File: config.mk
export PLATFORM = sky130hd
export DESIGN_NAME = serializer_gearbox
export DESIGN_NICKNAME = d
export VERILOG_FILES = /design/src/rtl/serializer_pkg.sv /design/src/rtl/serializer_lane.sv /design/src/rtl/serializer_gearbox.sv
export SDC_FILE = /design/constraint.sdc
export NUM_CORES = 1
export LEC_CHECK = 0
export ABC_AREA = 1
export BUFFER_PORTS_ARGS = -buffer_cell sky130_fd_sc_hd__buf_4
export CAP_MARGIN = 20
export CORE_ASPECT_RATIO = 1.25
export CORE_UTILIZATION = 55
export DETAILED_ROUTE_END_ITERATION = 7
export PLACE_DENSITY = 0.9
export SYNTH_ARGS = -nofsm -noshare
export SYNTH_HDL_FRONTEND = slang
export SYNTH_SLANG_ARGS = --single-unit
File: constraint.sdc
create_clock -name clk -period 2.2 [get_ports clk]
set_clock_uncertainty 0.1 [all_clocks]
set_input_delay 0.33 -clock clk [delete_from_list [all_inputs] [get_ports clk]]
set_output_delay 0.33 -clock clk [all_outputs]
set_load 0.05 [all_outputs]
File: src/rtl/serializer_pkg.sv
// Shared helpers and TMDS control-period idle words for the serializer gearbox.
package serializer_pkg;

  localparam logic [9:0] TMDS_CTRL_00 = 10'b1101010100;
  localparam logic [9:0] TMDS_CTRL_01 = 10'b0010101011;
  localparam logic [9:0] TMDS_CTRL_10 = 10'b0101010100;
  localparam logic [9:0] TMDS_CTRL_11 = 10'b1010101011;

  function automatic int unsigned ser_ratio(input int unsigned data_w,
                                            input int unsigned out_w);
    return data_w / out_w;
  endfunction

endpackage

File: src/rtl/serializer_lane.sv
// One lane of the gearbox: word shift register and registered LSB-first slice output.
module serializer_lane
  import serializer_pkg::*;
#(
  parameter int unsigned       DATA_W    = 10,
  parameter int unsigned       OUT_W     = 2,
  parameter logic [DATA_W-1:0] IDLE_WORD = TMDS_CTRL_00
) (
  input  logic              clk,
  input  logic              rst_n,
  input  logic              load,
  input  logic              use_hold,
  input  logic [DATA_W-1:0] hold_word,
  output logic [OUT_W-1:0]  slice
);

  logic [DATA_W-1:0] sh;

  always_ff @(posedge clk) begin
    if (!rst_n) begin
      sh    <= IDLE_WORD;
      slice <= '0;
    end else begin
      slice <= sh[OUT_W-1:0];
      if (load) sh <= use_hold ? hold_word : IDLE_WORD;
      else      sh <= sh >> OUT_W;
    end
  end

endmodule

File: src/rtl/serializer_gearbox.sv
// Multi-lane parallel-to-narrow serializer with one-word hold buffer and idle fill.
// Define SERIALIZER_UNDERRUN_CNT_EN to build the saturating underrun counter.
module serializer_gearbox
  import serializer_pkg::*;
#(
  parameter int unsigned       CHANNELS  = 3,
  parameter int unsigned       DATA_W    = 10,
  parameter int unsigned       OUT_W     = 2,
  parameter logic [DATA_W-1:0] IDLE_WORD = TMDS_CTRL_00
) (
  input  logic                       clk,
  input  logic                       rst_n,
  input  logic [CHANNELS*DATA_W-1:0] in_data,
  input  logic                       in_valid,
  output logic                       in_ready,
  output logic [CHANNELS*OUT_W-1:0]  serial_out,
  output logic                       word_start,
  output logic                       underrun,
  output logic [15:0]                underrun_cnt
);

  localparam int unsigned      RATIO    = ser_ratio(DATA_W, OUT_W);
  localparam int unsigned      IDX_W    = (RATIO > 1) ? $clog2(RATIO) : 1;
  localparam logic [IDX_W-1:0] IDX_LAST = IDX_W'(RATIO - 1);

  logic [IDX_W-1:0]           idx;
  logic [CHANNELS*DATA_W-1:0] hold_data;
  logic                       hold_valid;
  logic                       last;
  logic                       accept;

  assign last     = (idx == IDX_LAST);
  assign in_ready = !hold_valid || last;
  assign accept   = in_valid && in_ready;

  // At a boundary the held word drains into the shifters on the same edge a
  // new word may enter hold, which is what keeps back-to-back words gap-free.
  always_ff @(posedge clk) begin
    if (!rst_n) begin
      idx        <= IDX_LAST;
      hold_data  <= '0;
      hold_valid <= 1'b0;
      word_start <= 1'b0;
      underrun   <= 1'b0;
    end else begin
      word_start <= (idx == '0);
      if (last) begin
        idx      <= '0;
        underrun <= !hold_valid;
      end else begin
        idx      <= idx + IDX_W'(1);
        underrun <= 1'b0;
      end
      if (accept) begin
        hold_data  <= in_data;
        hold_valid <= 1'b1;
      end else if (last) begin
        hold_valid <= 1'b0;
      end
    end
  end

  for (genvar c = 0; c < CHANNELS; c++) begin : g_lane
    serializer_lane #(
      .DATA_W   (DATA_W),
      .OUT_W    (OUT_W),
      .IDLE_WORD(IDLE_WORD)
    ) u_lane (
      .clk      (clk),
      .rst_n    (rst_n),
      .load     (last),
      .use_hold (hold_valid),
      .hold_word(hold_data[c*DATA_W +: DATA_W]),
      .slice    (serial_out[c*OUT_W +: OUT_W])
    );
  end

`ifdef SERIALIZER_UNDERRUN_CNT_EN
  logic [15:0] cnt;

  always_ff @(posedge clk) begin
    if (!rst_n)                     cnt <= '0;
    else if (underrun && cnt != '1) cnt <= cnt + 16'd1;
  end

  assign underrun_cnt = cnt;
`else
  assign underrun_cnt = '0;
`endif

endmodule

Word level (Yosys, flattened, before mapping). Index checks and enable logic that the tools add are counted.

Register bits: 72. Word-level logic and storage cells: 31. Input port bits: 33. Output and inout port bits: 25.

Add/sub/neg operators: 1. Bitwise logic cells: 1. Eq/ne operators: 1. Reductions and logical operators: 7. Muxes and demuxes: 9.

Operators by type and width (count): 10-bit 2-to-1 mux (6); 3-bit by 1-bit adder with 3-bit output, second input constant (1); 3-bit == test, second input constant (1); 3-bit logical NOT (1); 3-bit 2-to-1 mux (1); 1-bit 2-to-1 mux (2); 2-bit AND reduction (1); 2-bit nonzero test (1); 2-bit OR reduction (1); 1-bit logical AND (1); 1-bit logical NOT (1); 1-bit logical OR (1); 1-bit NOT (1).

Depth between registers and ports, before layout.
Depth in word-level cells: 4. Mapped depth: 8.

Modules after synthesis. From an unflattened synthesis, not the netlist that was laid out.

Cell total of the unflattened synthesis: 414. Area, all modules: 3050.4 um^2.

Modules (own cells, without submodules): serializer_gearbox (area an instance 1717.9 um^2, seq. area each 720.7 um^2, instances 1, cells an instance 237); serializer_lane (area an instance 444.2 um^2, seq. area each 240.2 um^2, instances 3, cells an instance 59).

Least setup slack after synthesis. Ideal clock, no wire load.

Kind: reg-to-output. From: register idx[0]. To: output port in_ready. Arrival time: 960 ps. Slack: 810 ps. Stages on the path, launching flop included: 6. Buffers on the path: 1. Data required time: 1770 ps. Cells stage by stage: dfxtp_1 > inv_1 > ha_1 > nand2_4 > nand2_8 > buf_6.

Cells in the longest elaborated chain, start to end: 2.

RTL lines: from (decl) (RTL line serializer_gearbox.sv:26) `logic [IDX_W-1:0] idx;`; from (signal assigned) (RTL line serializer_gearbox.sv:51) `idx <= idx + IDX_W'(1);`; 3-bit == test (RTL line serializer_gearbox.sv:32) `assign last = (idx == IDX_LAST);`; 1-bit logical OR (RTL line serializer_gearbox.sv:33) `assign in_ready = !hold_valid || last;`; to (decl) (RTL line serializer_gearbox.sv:15) `output logic in_ready,`.

Every way passes these cells.

Final worst setup path. Ends and elaborated chain as after synthesis.

==> qor.csv <==
metric,value,unit
path_buf_inv,2,
synth-seq-cells,72,
synth_top_area_share,48.38,%
setup_tns,0,ns
dp_slack,0.2768,ns
whs_path_depth,5,
synth-adder-area-share,0.8400,%
vias,2361,
cts_buffers,9,
hold_class,input pin to flop,
setup_violations,0,
netlist_area,0.002979,mm^2
syn_avg_cell_area,7.758,um^2
clockBufferDepth,2,
ios,58,
layout_common_cells,"72 x dfxtp_1, 62 x nand2_1, 54 x nand3_1",
synth_top_family_by_area,simple AND/OR/NAND/NOR gates,
antenna_left,0,
power_density,977.8,mW/mm^2
initial_core_util,57.82,%
globalplace.congestion,0.7366,
layout-drive-gt1-share,16.75,%
grt_pass1_wl,9.170,mm
cp_max_fo,62,
avgRoutedWirePerCell,11.09,um
utilization,63.89,%
syn_to_final_growth,10.50,%
io_buffers,41,
cts_setup_buffers,0,
grt_use_total,21.37,%
syn-instance-count,384,
grt_pass1_vias,2150,
drtPass1Iterations,4,
clkTransAtPathRegs,0.07,ns
synthMuxAreaShare,0,%
r2r-start,idx[0]$_SDFF_PP0_,
clk_latency,0.34,ns
grt_setup_unrepaired,false,
row_count,29,
synth-compound-area-share,11.63,%
slowest_stage,dfxtp_1,
stdcell_area,0.003292,mm^2
rr_worst_depth,7,
crit_type,flop to primary output,
tightest_slew,0.5465,ns
synth_top_cell_by_area,dfxtp_1,
hold_path_startpoint,in_data[18],
ys_warn_count,0,
fin_nets,444,
synth.area.top_cells,"dfxtp_1 48%, nand3_1 9.1%, nand2_1 7.8%",
finalCritPeriodShare,93.20,%
timing.final.ws_setup,0.1495,ns
cts_tree,done,
route.detailed.drc,0,
synth_seq_area_share,48.38,%
placed_area,0.003138,mm^2
synth_cell_types,22,
cts_hold_buf,0,
finalHoldViolations,0,
rr_endpoint,g_lane[1].u_lane.sh[5]$_SDFF_PN0_,
p_leak,1.624,nW
antenna_found_initial,0,
max-slew-margin-rel,63.57,%
cp_data_required_time,1.77,ns
slew_violations,0,
grt_max_degree,63,
yosys.area_share.xor_xnor,0.2940,%
min_to,hold_data[18]$_SDFFE_PN0P_,
die_h,84.29,um
place_hpwl,3.207,mm
dr.first_iter.drc_count,95,
crit_chain,inv_1 -> ha_1 -> nand2_4 -> nand2_8 -> buf_4,
cts-resized-gates,0,
crit_path_end_kind,primary output,
diodes,0,
routed_wl,5.258,mm
r2r_slack,0.28,ns
root_buffer,clkbuf_8,
worstPathArrival,1.62,ns
overflow,0,
period_minus_slack,2.050,ns
yosys.area_share.simple,23.18,%
cp_top_family,flip-flops,
status,"complete, no violations",
fmax,0.4877,GHz
crit_start,idx[0]$_SDFF_PP0_,
vdd_drop_max,0.0007319,V
fp.dieW,67.83,um
vias_per_cell,4.981,
cts.htree.levels,3,
core,0.005152,mm^2
max_cap_viol_count,0,
cts_num_sinks,72,
die-area,0.005717,mm^2
layout_commonest_cell,dfxtp_1,
start_kind,flop,
critPathMaxStageDelay,0.36,ns
## through the flow
step	cells	total power (W)	hold WS [ns]
CTS	474	0.003243	0.1940
finish	474	0.003219	0.2022
floorplan	399	0.002279	0.2905
detailed placement	460	0.002378	0.2973
global placement	460	0.002346	0.2945
global route	474	0.003413	0.2231
## per-layer routing
metal,part of all wire (%),track usage (%),vias to the layer above
met3,4.5,2.853,16
li1,-,-,1219
met1,42,25.47,1044
met2,49,33.84,82
met4,4.1,16.10,0
met5,0,0,-
## how the worst max path moves through the flow
stage,endpoint,cells past startpoint
5_1_grt,in_ready,5
2_1_floorplan,in_ready,5
6_report,in_ready,5
3_3_place_gp,g_lane[0].u_lane.sh[0]$_SDFF_PN0_,7
3_5_place_dp,g_lane[1].u_lane.sh[5]$_SDFF_PN0_,7
4_1_cts,in_ready,5
## flip-flops by register name, summed over array words and instances (netlist names)
name / cells
g_lane.u_lane.sh: 30
hold_data: 30
g_lane.u_lane.slice: 6
idx: 3
hold_valid: 1
underrun: 1
word_start: 1
## synthesized netlist by cell type (all sizes together)
library cell and number:
a21oi 30, clkbuf 7, nor2 40, buf 38, inv 42, ha 2, a21boi 1, nand2 65
xnor2 1, nand3 54, dfxtp 72, conb 1, o21ai 31
## cells by family after synthesis
logic type                 count (synthesis)
other                                      1
xor gates and xnor gates                   1
and+or+nand+nor                          159
AOI/OAI and AO/OA                         62
buffers and inverters                     87
DFF                                       72
adders and majority gates                  2
## worst min-delay path, delay by kind of cell
| kind | cells | cell delay, ns |
|---|---|---|
| buffers and inverters | 2 | 0.10 |
| AND/OR/NAND/NOR | 3 | 0.18 |
## where the power goes
group	switching [W]	leakage, nW	internal (W)	total, W
combinational	0.000532	0.949	0.000245	0.000777
clock	0.000428	0.0794	0.000427	0.000855
sequential	0.0000813	0.596	0.00151	0.00159
total	0.00104	1.62	0.00218	0.00322
## area by class of cell
class | count | area [um^2]
inverter | 42 | 157.7
tap | 62 | 77.57
clock inverter | 1 | 5.005
multi-input combinational | 240 | 1131
clock buffer | 13 | 148.9
fill | 439 | 1861
sequential | 72 | 1441
timing repair buffer | 44 | 330.3
No activity file was read; power rests on OpenSTA's default activity.
